===== src/rtl/sensor_group_collector.sv =====
// sensor_group_collector
//
// Groups per-sensor pulse identifications (pulse id + LFSR polynomial) that
// belong to the same lighthouse sweep. A group opens on the first pulse seen
// while idle, collects further matching pulses until every channel has
// reported or WINDOW sys_ts ticks have elapsed, and is then offered as one
// packed record on a valid/ready output register.
//
// Optional feature: define GROUP_STATS_EN to implement the drop and conflict
// counters. When it is undefined both counter ports are tied to zero.
//
// Ports:
//   clk_72MHz     sole clock, rising edge
//   reset_n       asynchronous active-low reset
//   sys_ts        free-running timestamp, wraps modulo 2^TS_WIDTH
//   pulse_valid   per-channel one-cycle strobe
//   pulse_id      per-channel pulse id, channel i at [i*ID_WIDTH +: ID_WIDTH]
//   pulse_poly    per-channel polynomial, packed like pulse_id
//   rec_valid     record available
//   rec_ready     consumer accepts record
//   rec_mask      bit i set when channel i was captured
//   rec_ids       captured ids, zero for uncaptured channels
//   rec_poly      group polynomial
//   rec_ts        sys_ts sampled when the group opened
//   drop_cnt      groups lost because the output register was occupied
//   conflict_cnt  pulses rejected (poly mismatch, duplicate, late arrival)

module sensor_group_collector #(
    parameter int unsigned NUM_SENSORS = 3,
    parameter int unsigned ID_WIDTH    = 17,
    parameter int unsigned POLY_WIDTH  = 17,
    parameter int unsigned TS_WIDTH    = 24,
    parameter int unsigned WINDOW      = 2400
) (
    input  logic                            clk_72MHz,
    input  logic                            reset_n,
    input  logic [TS_WIDTH-1:0]             sys_ts,
    input  logic [NUM_SENSORS-1:0]          pulse_valid,
    input  logic [NUM_SENSORS*ID_WIDTH-1:0] pulse_id,
    input  logic [NUM_SENSORS*POLY_WIDTH-1:0] pulse_poly,
    output logic                            rec_valid,
    input  logic                            rec_ready,
    output logic [NUM_SENSORS-1:0]          rec_mask,
    output logic [NUM_SENSORS*ID_WIDTH-1:0] rec_ids,
    output logic [POLY_WIDTH-1:0]           rec_poly,
    output logic [TS_WIDTH-1:0]             rec_ts,
    output logic [15:0]                     drop_cnt,
    output logic [15:0]                     conflict_cnt
);

    localparam logic [1:0] StIdle    = 2'd0;
    localparam logic [1:0] StCollect = 2'd1;
    localparam logic [1:0] StEmit    = 2'd2;

    logic [1:0]                      state_q, state_d;
    logic [NUM_SENSORS-1:0]          mask_q, mask_d;
    logic [NUM_SENSORS*ID_WIDTH-1:0] ids_q, ids_d;
    logic [POLY_WIDTH-1:0]           poly_q, poly_d;
    logic [TS_WIDTH-1:0]             start_q, start_d;

    logic [POLY_WIDTH-1:0]  open_poly;
    logic [POLY_WIDTH-1:0]  ref_poly;
    logic [NUM_SENSORS-1:0] poly_match;
    logic [NUM_SENSORS-1:0] capture;
    logic [NUM_SENSORS-1:0] reject;
    logic [TS_WIDTH-1:0]    elapsed;
    logic                   close_group;
    logic                   out_free;
    logic                   load_out;
    logic                   drop_evt;

    // Polynomial of the lowest-index valid channel; descending loop so the
    // lowest index is written last and wins.
    always_comb begin
        open_poly = '0;
        for (int i = int'(NUM_SENSORS) - 1; i >= 0; i--) begin
            if (pulse_valid[i]) begin
                open_poly = pulse_poly[i*POLY_WIDTH +: POLY_WIDTH];
            end
        end
    end

    // While idle the incoming group polynomial is the reference, otherwise
    // the one latched at group open.
    assign ref_poly = (state_q == StIdle) ? open_poly : poly_q;

    always_comb begin
        for (int i = 0; i < int'(NUM_SENSORS); i++) begin
            poly_match[i] = (pulse_poly[i*POLY_WIDTH +: POLY_WIDTH] == ref_poly);
        end
    end

    // Modular subtraction handles sys_ts wrap-around.
    assign elapsed     = sys_ts - start_q;
    assign close_group = (state_q == StCollect) &&
                         ((&mask_q) || (elapsed >= TS_WIDTH'(WINDOW)));

    // Output register can take a new record if empty or draining this cycle.
    assign out_free = !rec_valid || rec_ready;

    always_comb begin
        state_d  = state_q;
        mask_d   = mask_q;
        ids_d    = ids_q;
        poly_d   = poly_q;
        start_d  = start_q;
        capture  = '0;
        reject   = '0;
        load_out = 1'b0;
        drop_evt = 1'b0;

        unique case (state_q)
            StIdle: begin
                if (|pulse_valid) begin
                    poly_d  = open_poly;
                    start_d = sys_ts;
                    capture = pulse_valid & poly_match;
                    reject  = pulse_valid & ~poly_match;
                    state_d = StCollect;
                end
            end
            StCollect: begin
                if (close_group) begin
                    reject  = pulse_valid;
                    state_d = StEmit;
                end else begin
                    capture = pulse_valid & poly_match & ~mask_q;
                    reject  = pulse_valid & ~capture;
                end
            end
            StEmit: begin
                reject = pulse_valid;
                if (out_free) begin
                    load_out = 1'b1;
                end else begin
                    drop_evt = 1'b1;
                end
                mask_d  = '0;
                ids_d   = '0;
                state_d = StIdle;
            end
            default: begin
                state_d = StIdle;
            end
        endcase

        for (int i = 0; i < int'(NUM_SENSORS); i++) begin
            if (capture[i]) begin
                mask_d[i]                     = 1'b1;
                ids_d[i*ID_WIDTH +: ID_WIDTH] = pulse_id[i*ID_WIDTH +: ID_WIDTH];
            end
        end
    end

    always_ff @(posedge clk_72MHz or negedge reset_n) begin
        if (!reset_n) begin
            state_q <= StIdle;
            mask_q  <= '0;
            ids_q   <= '0;
            poly_q  <= '0;
            start_q <= '0;
        end else begin
            state_q <= state_d;
            mask_q  <= mask_d;
            ids_q   <= ids_d;
            poly_q  <= poly_d;
            start_q <= start_d;
        end
    end

    // Output record register; contents held until the next load.
    always_ff @(posedge clk_72MHz or negedge reset_n) begin
        if (!reset_n) begin
            rec_valid <= 1'b0;
            rec_mask  <= '0;
            rec_ids   <= '0;
            rec_poly  <= '0;
            rec_ts    <= '0;
        end else if (load_out) begin
            rec_valid <= 1'b1;
            rec_mask  <= mask_q;
            rec_ids   <= ids_q;
            rec_poly  <= poly_q;
            rec_ts    <= start_q;
        end else if (rec_valid && rec_ready) begin
            rec_valid <= 1'b0;
        end
    end

`ifdef GROUP_STATS_EN
    logic [5:0]  reject_pop;
    logic [16:0] conflict_sum;

    always_comb begin
        reject_pop = '0;
        for (int i = 0; i < int'(NUM_SENSORS); i++) begin
            reject_pop = reject_pop + 6'(reject[i]);
        end
    end

    assign conflict_sum = {1'b0, conflict_cnt} + 17'(reject_pop);

    always_ff @(posedge clk_72MHz or negedge reset_n) begin
        if (!reset_n) begin
            conflict_cnt <= '0;
            drop_cnt     <= '0;
        end else begin
            // Saturate at all ones.
            conflict_cnt <= conflict_sum[16] ? 16'hFFFF : conflict_sum[15:0];
            if (drop_evt && (drop_cnt != 16'hFFFF)) begin
                drop_cnt <= drop_cnt + 16'd1;
            end
        end
    end
`else
    logic unused_stats;
    assign unused_stats = ^{reject, drop_evt};
    assign drop_cnt     = '0;
    assign conflict_cnt = '0;
`endif

endmodule

===== config.mk =====
export PLATFORM = sky130hd
export DESIGN_NAME = sensor_group_collector
export DESIGN_NICKNAME = d
export VERILOG_FILES = /design/src/rtl/sensor_group_collector.sv
export SDC_FILE = /design/constraint.sdc
export NUM_CORES = 1
export LEC_CHECK = 0
export BUFFER_PORTS_ARGS = -buffer_cell sky130_fd_sc_hd__buf_4
export CAP_MARGIN = 10
export CORE_MARGIN = 1
export CORE_UTILIZATION = 50
export CTS_BUF_LIST = sky130_fd_sc_hd__clkbuf_8 sky130_fd_sc_hd__clkbuf_16
export CTS_CLUSTER_DIAMETER = 100
export DETAILED_ROUTE_END_ITERATION = 8
export GPL_TIMING_DRIVEN = 0
export PLACE_DENSITY = 0.78
export SLEW_MARGIN = 20
export SYNTH_ARGS = -nofsm -noshare
export SYNTH_HDL_FRONTEND = slang
export SYNTH_SLANG_ARGS = --single-unit

===== constraint.sdc =====
create_clock -name clk_72MHz -period 3.4 [get_ports clk_72MHz]
set_clock_uncertainty 0.1 [all_clocks]
set_input_delay 0.17 -clock clk_72MHz [delete_from_list [all_inputs] [get_ports clk_72MHz]]
set_output_delay 0.17 -clock clk_72MHz [all_outputs]
set_load 0.1 [all_outputs]

# --- Word-level counts from Yosys, hierarchy flattened ---
# Cells that the tools add are included.
classes:
  order_cmp: 1
  eq_ne: 7
  n_bitwise: 3
  n_reduce_logical: 14
  n_addsub: 1
  mux: 22
ops:
  columns: ["op", "count"]
  rows:
  - ["$mux W17", 7]
  - ["$eq A17 B17 Y1", 3]
  - ["$mux W51", 1]
  - ["$ge A24 B12 Y1 const B", 1]
  - ["$sub A24 B24 Y24", 1]
  - ["$mux W3", 3]
  - ["$reduce_bool A2 Y1", 4]
  - ["$mux W1", 7]
  - ["$and A3 B3 Y3", 2]
  - ["$pmux W3 S2", 1]
  - ["$mux W2", 2]
  - ["$pmux W2 S2", 1]
  - ["$reduce_and A2 Y1", 2]
  - ["$not A3 Y3", 1]
  - ["$reduce_and A3 Y1", 1]
  - ["$reduce_or A3 Y1", 1]
  - ["$eq A2 B1 Y1 const B", 1]
  - ["$eq A2 B2 Y1 const B", 1]
  - ["$logic_and A1 B1 Y1", 2]
  - ["$logic_not A2 Y1", 1]
  - ["$logic_or A1 B1 Y1", 2]
  - ["$ne A2 B1 Y1 const B", 1]
  - ["$ne A2 B2 Y1 const B", 1]
  - ["$logic_not A1 Y1", 1]
word_totals:
  regBits: 193
  in_bits: 132
  out_inout_bits: 128
  word_cells: 62

# --- Longest topological paths before layout ---
logic_depth:
  depth_word: 10
  mapped_depth: 15
  mapped_depth_nobuf: 13

# --- Worst setup path before layout ---
# No wires, ideal clock.
synth_timing:
  path_kind: "register to register"
  start: "register start_q[15]"
  end: "register ids_q[24]"
  setup_slack_ns: -0.284
  t_required_ns: 3.221
  period_less_slack_ns: 3.684
  arrival_time_ns: 3.504
  path_stages_with_launch: 15
  setup_time_ns: 0.079
  path_cell_list: "dfrtp_1 -> inv_1 -> ha_1 -> buf_6 -> a21oi_4 -> o22ai_1 -> or4_1 -> or4_4 -> a2111oi_4 -> o211ai_1 -> or4b_4 -> a21oi_2 -> buf_6 -> buf_12 -> mux2i_1"
synth_between:
  elab_chain_len: 7
  elab_cells_between_ends: 8
synth_lines:
  columns: ["item", "line", "source"]
  rows:
  - ["start: declaration", "59", "logic [TS_WIDTH-1:0] start_q, start_d;"]
  - ["start signal: assignment", "167", "start_q <= start_d;"]
  - ["$sub A24 B24 Y24 (*)", "94", "assign elapsed = sys_ts - start_q;"]
  - ["$ge A24 B12 Y1 (*)", "96", "((&mask_q) || (elapsed >= TS_WIDTH'(WINDOW)));"]
  - ["$logic_or A1 B1 Y1 (*)", "96", null]
  - ["$logic_and A1 B1 Y1 (*)", "95", "assign close_group = (state_q == StCollect) &&"]
  - ["$mux W3 (*)", "123", "if (close_group) begin"]
  - ["$pmux W3 S2 (*)", "112", "unique case (state_q)"]
  - ["$mux W17 or $reduce_bool A2 Y1 (tied branches)", null, null]
  - ["end signal: assignment", "165", "ids_q <= ids_d;"]
  - ["end: declaration", "57", "logic [NUM_SENSORS*ID_WIDTH-1:0] ids_q, ids_d;"]
# Every way passes the cells marked *; elsewhere a longest branch is shown, timed or not.
# A chain may end at the register's enable or synchronous reset.

# --- Worst setup path in the final report ---
layout_timing:
  start: "register start_q[19]"
  end: "register ids_q[30]"
# The elaborated chain is that of the path after synthesis.

==> results.json <==
{
  "antenna_found_initial": 0,
  "synth_ff_type": "dfrtp_1",
  "fmax_mhz": 262,
  "hold_viol": 0,
  "synth_cell_type_count": 84,
  "synth_top_area_frac": 0.433,
  "cts_sinks": 193,
  "status": "finished with violations",
  "gp_congestion": 0.963,
  "utilization": 0.701,
  "grt-ovfl-total": 0,
  "worstSetupPathType": "flop to flop",
  "dpl.hpwl_microns": 25000,
  "r2r_slack_ns": -0.42,
  "hold_path.class": "input pin to flop",
  "reg2reg_to": "ids_q[30]",
  "grt_first_pass_wirelength_microns": 53100,
  "synth_area_sq_mm": 0.0111,
  "r2r_cells": 14,
  "rows": 54,
  "p_total_uw": 13100,
  "final_layout_size_suffix_gt1_frac": 0.322,
  "vias_per_cell": 5.63,
  "clock_latency_ns": 0.45,
  "grt_pass1_vias": 9790,
  "rsz0062_at_grt": "yes",
  "synth_enable_flop_cells": 0,
  "cp_data_arrival_time_ns": 4.09,
  "slew_viol_final": 0,
  "drt-met1-wl_microns": 14900,
  "tightest_slew_ns": 0.776,
  "cp-startpoint": "start_q[19]",
  "dp_slack_ns": -1.37,
  "ant_nets": 0,
  "htree_levels": 4,
  "drtPass1Iterations": 5,
  "drt_iter0_markers": 656,
  "end_kind": "flop",
  "core_sq_mm": 0.0218,
  "p_leak_uw": 0.00747,
  "slew_headroom": 0.482,
  "r2r_start": "start_q[19]",
  "fp.dieW_microns": 151,
  "start_util": 0.511,
  "wl_met2_microns": 16900,
  "routed_wl_microns": 35500,
  "whs_ns": 0.00987,
  "period_needed_ns": 3.82,
  "yosysTopAreaCell": "dfrtp_1",
  "violations": "negative setup slack",
  "fillers": 1647,
  "fin_crit_sh": 1.12,
  "die_y_microns": 151,
  "crit_fanout": 6,
  "numCtsBuffers": 17,
  "vias": 10100,
  "wl_per_cell_microns": 19.8,
  "nNetsFinal": 1656,
  "root_buffer": "clkbuf_16",
  "crit_required_ns": 3.67,
  "syn_inst": 1129,
  "syn_area_per_cell_sq_um": 9.87,
  "yosysWarningCount": 0,
  "highest_layer": "met4",
  "power.density_mw_per_mm2": 858,
  "clockBufferDepth": 2,
  "setup_tns_ns": -15.33,
  "grt_use_total": 0.308,
  "drv_cap": 0,
  "io_buffers": 224,
  "cts_tree": "built",
  "setup_viol": 53,
  "ir_worst_vdd_mv": 0.698,
  "start_kind": "flop",
  "drc": 0,
  "async_reset_ff_frac": 1.00,
  "route.met3.wl_microns": 2540,
  "ios": 260,
  "yosysSeqAreaShare": 0.433,
  "crit_end": "ids_q[30]",
  "synth-seq-cells": 193,
  "insertedDiodeCount": 0,
  "grt_max_degree": 88,
  "clkSlewWorstSetupHoldPaths_ns": 0.08,
  "area_growth_pct": 37.2,
  "dieArea_sq_mm": 0.0229,
  "synth_area_leaders": "dfrtp_1, mux2_2, mux2i_1",
  "finalWorstSetupSlack_ns": -0.424
}
-- how the worst min path moves through the flow --
| stage | startpoint | end | slack (ns) | cells past startpoint |
|---|---|---|---|---|
| detailed placement | reset_n | rec_poly[11] | -0.006 | 1 |
| global route | pulse_poly[5] | poly_q[5] | 0.05 | 4 |
| floorplan | reset_n | ids_q[0] | -0.23 | 0 |
| global placement | pulse_id[11] | ids_q[11] | 0.32 | 3 |
| finish | pulse_poly[5] | poly_q[5] | 0.01 | 4 |
| CTS | sys_ts[0] | start_q[0] | -0.06 | 3 |
-- logic make-up after synthesis --
logic type	Yosys count	synth area share
AOI/OAI and AO/OA	253	0.156
xor gates and xnor gates	42	0.0330
adders and majority gates	24	0.0276
buffers and inverters	185	0.0814
DFF	193	0.433
muxes	145	0.141
other	1	0.000336
and+or+nand+nor	286	0.128
-- stage by stage --
step                      std cells  cell area [sq um]
after floorplan                1160              11300
after global placement         1664              13400
after detailed placement       1666              13400
after CTS                      1784              15100
after global routing           1793              15300
final                          1793              15300
-- layout by cell type (no fill, tap or decap), types with 5 or more instances in the layout --
master | Yosys | layout
buf_4 | 33 | 271
dfrtp_1 | 193 | 193
nand2_1 | 132 | 131
mux2_2 | 93 | 93
inv_1 | 87 | 79
dlygate4sd3_1 | 0 | 78
o21ai_0 | 55 | 52
a21oi_1 | 57 | 50
mux2i_1 | 52 | 49
nor2_1 | 33 | 33
conb_1 | 1 | 32
xnor2_1 | 28 | 28
clkbuf_1 | 35 | 26
nand3b_1 | 19 | 19
a21o_1 | 17 | 17
clkbuf_16 | 0 | 17
nor3_1 | 15 | 15
nand3_1 | 14 | 14
xor2_1 | 14 | 14
nand2b_1 | 13 | 13
ha_1 | 23 | 12
buf_6 | 8 | 11
a211oi_1 | 12 | 11
nor2b_1 | 10 | 10
inv_2 | 1 | 9
buf_1 | 10 | 9
o21ai_1 | 7 | 9
nand4_1 | 8 | 8
a21oi_2 | 1 | 8
o211ai_1 | 7 | 7
a221oi_1 | 8 | 7
o22ai_1 | 8 | 7
ha_4 | 0 | 7
nor4_1 | 6 | 6
a31oi_1 | 6 | 6
buf_12 | 1 | 6
clkinv_8 | 0 | 6
clkbuf_2 | 0 | 5
and2_1 | 5 | 5
-- layer usage --
layer	vias up	GRT usage
li1	4678	-
met1	4920	0.411
met2	419	0.498
met3	76	0.0461
met4	0	0.134
met5	-	0
-- cell usage after synthesis, types with 4 or more instances --
cell / count
o2111ai_1: 5
o21ai_1: 7
buf_2: 10
o21a_1: 4
nand4_1: 8
xnor2_1: 28
xor2_1: 14
inv_1: 87
buf_6: 8
a21o_1: 17
or2_1: 4
nand3b_1: 19
clkbuf_1: 35
mux2_2: 93
nand3_1: 14
or4_1: 4
nor4b_1: 4
buf_4: 33
o211ai_1: 7
nor4_1: 6
and2_1: 5
dfrtp_1: 193
nor3_1: 15
o2bb2ai_1: 5
ha_1: 23
nor2_1: 33
o21ai_0: 55
a31oi_1: 6
a211oi_1: 12
o211a_1: 4
nand2_1: 132
a2111oi_0: 4
mux2i_1: 52
o22ai_1: 8
a21oi_1: 57
a221oi_1: 8
nand2b_1: 13
a311oi_1: 4
o31ai_1: 5
o31a_1: 4
nor2b_1: 10
buf_1: 10
-- flip-flops by register name, summed over array words and instances (netlist names) --
register,cells
state_q,2
ids_q,51
rec_ts,24
start_q,24
rec_mask,3
mask_q,3
rec_valid,1
rec_ids,51
rec_poly,17
poly_q,17
-- worst max-delay path, stage by stage (launching register included) --
cell	delay, ns
dfrtp_1	0.38
inv_2	0.06
ha_1	0.29
buf_6	0.14
nand4_1	0.12
nor3_1	0.07
or4_1	0.53
or4_4	0.46
a2111oi_4	0.19
o211ai_1	0.15
or4b_4	0.59
a21oi_2	0.15
buf_6	0.16
buf_12	0.13
mux2i_4	0.22
-- report_power, final --
group | switching (uW) | total, uW | internal [uW]
Sequential | 397 | 3220 | 2820
Combinational | 5220 | 7780 | 2560
Clock | 1090 | 2120 | 1030
-- cell type report --
type,count,area [sq um],area share
multi-input combinational,782,5770,0.377
sequential,193,4830,0.316
timing repair buffer,326,2780,0.182
buffer,92,612,0.0400
clock buffer,18,439,0.0287
tap,280,350,0.0229
inverter,88,330,0.0216
clock inverter,14,188,0.0123
-- what timing repair did --
action,CTS,global route
hold buffers,77,1
pin swaps,20,8
endpoints found under the setup margin,95,65
setup buffers,11,9
cloned,2,0
endpoints found under the hold margin,270,1
gates resized for setup,35,34
Note: power is estimated with default switching activity, not from simulation.
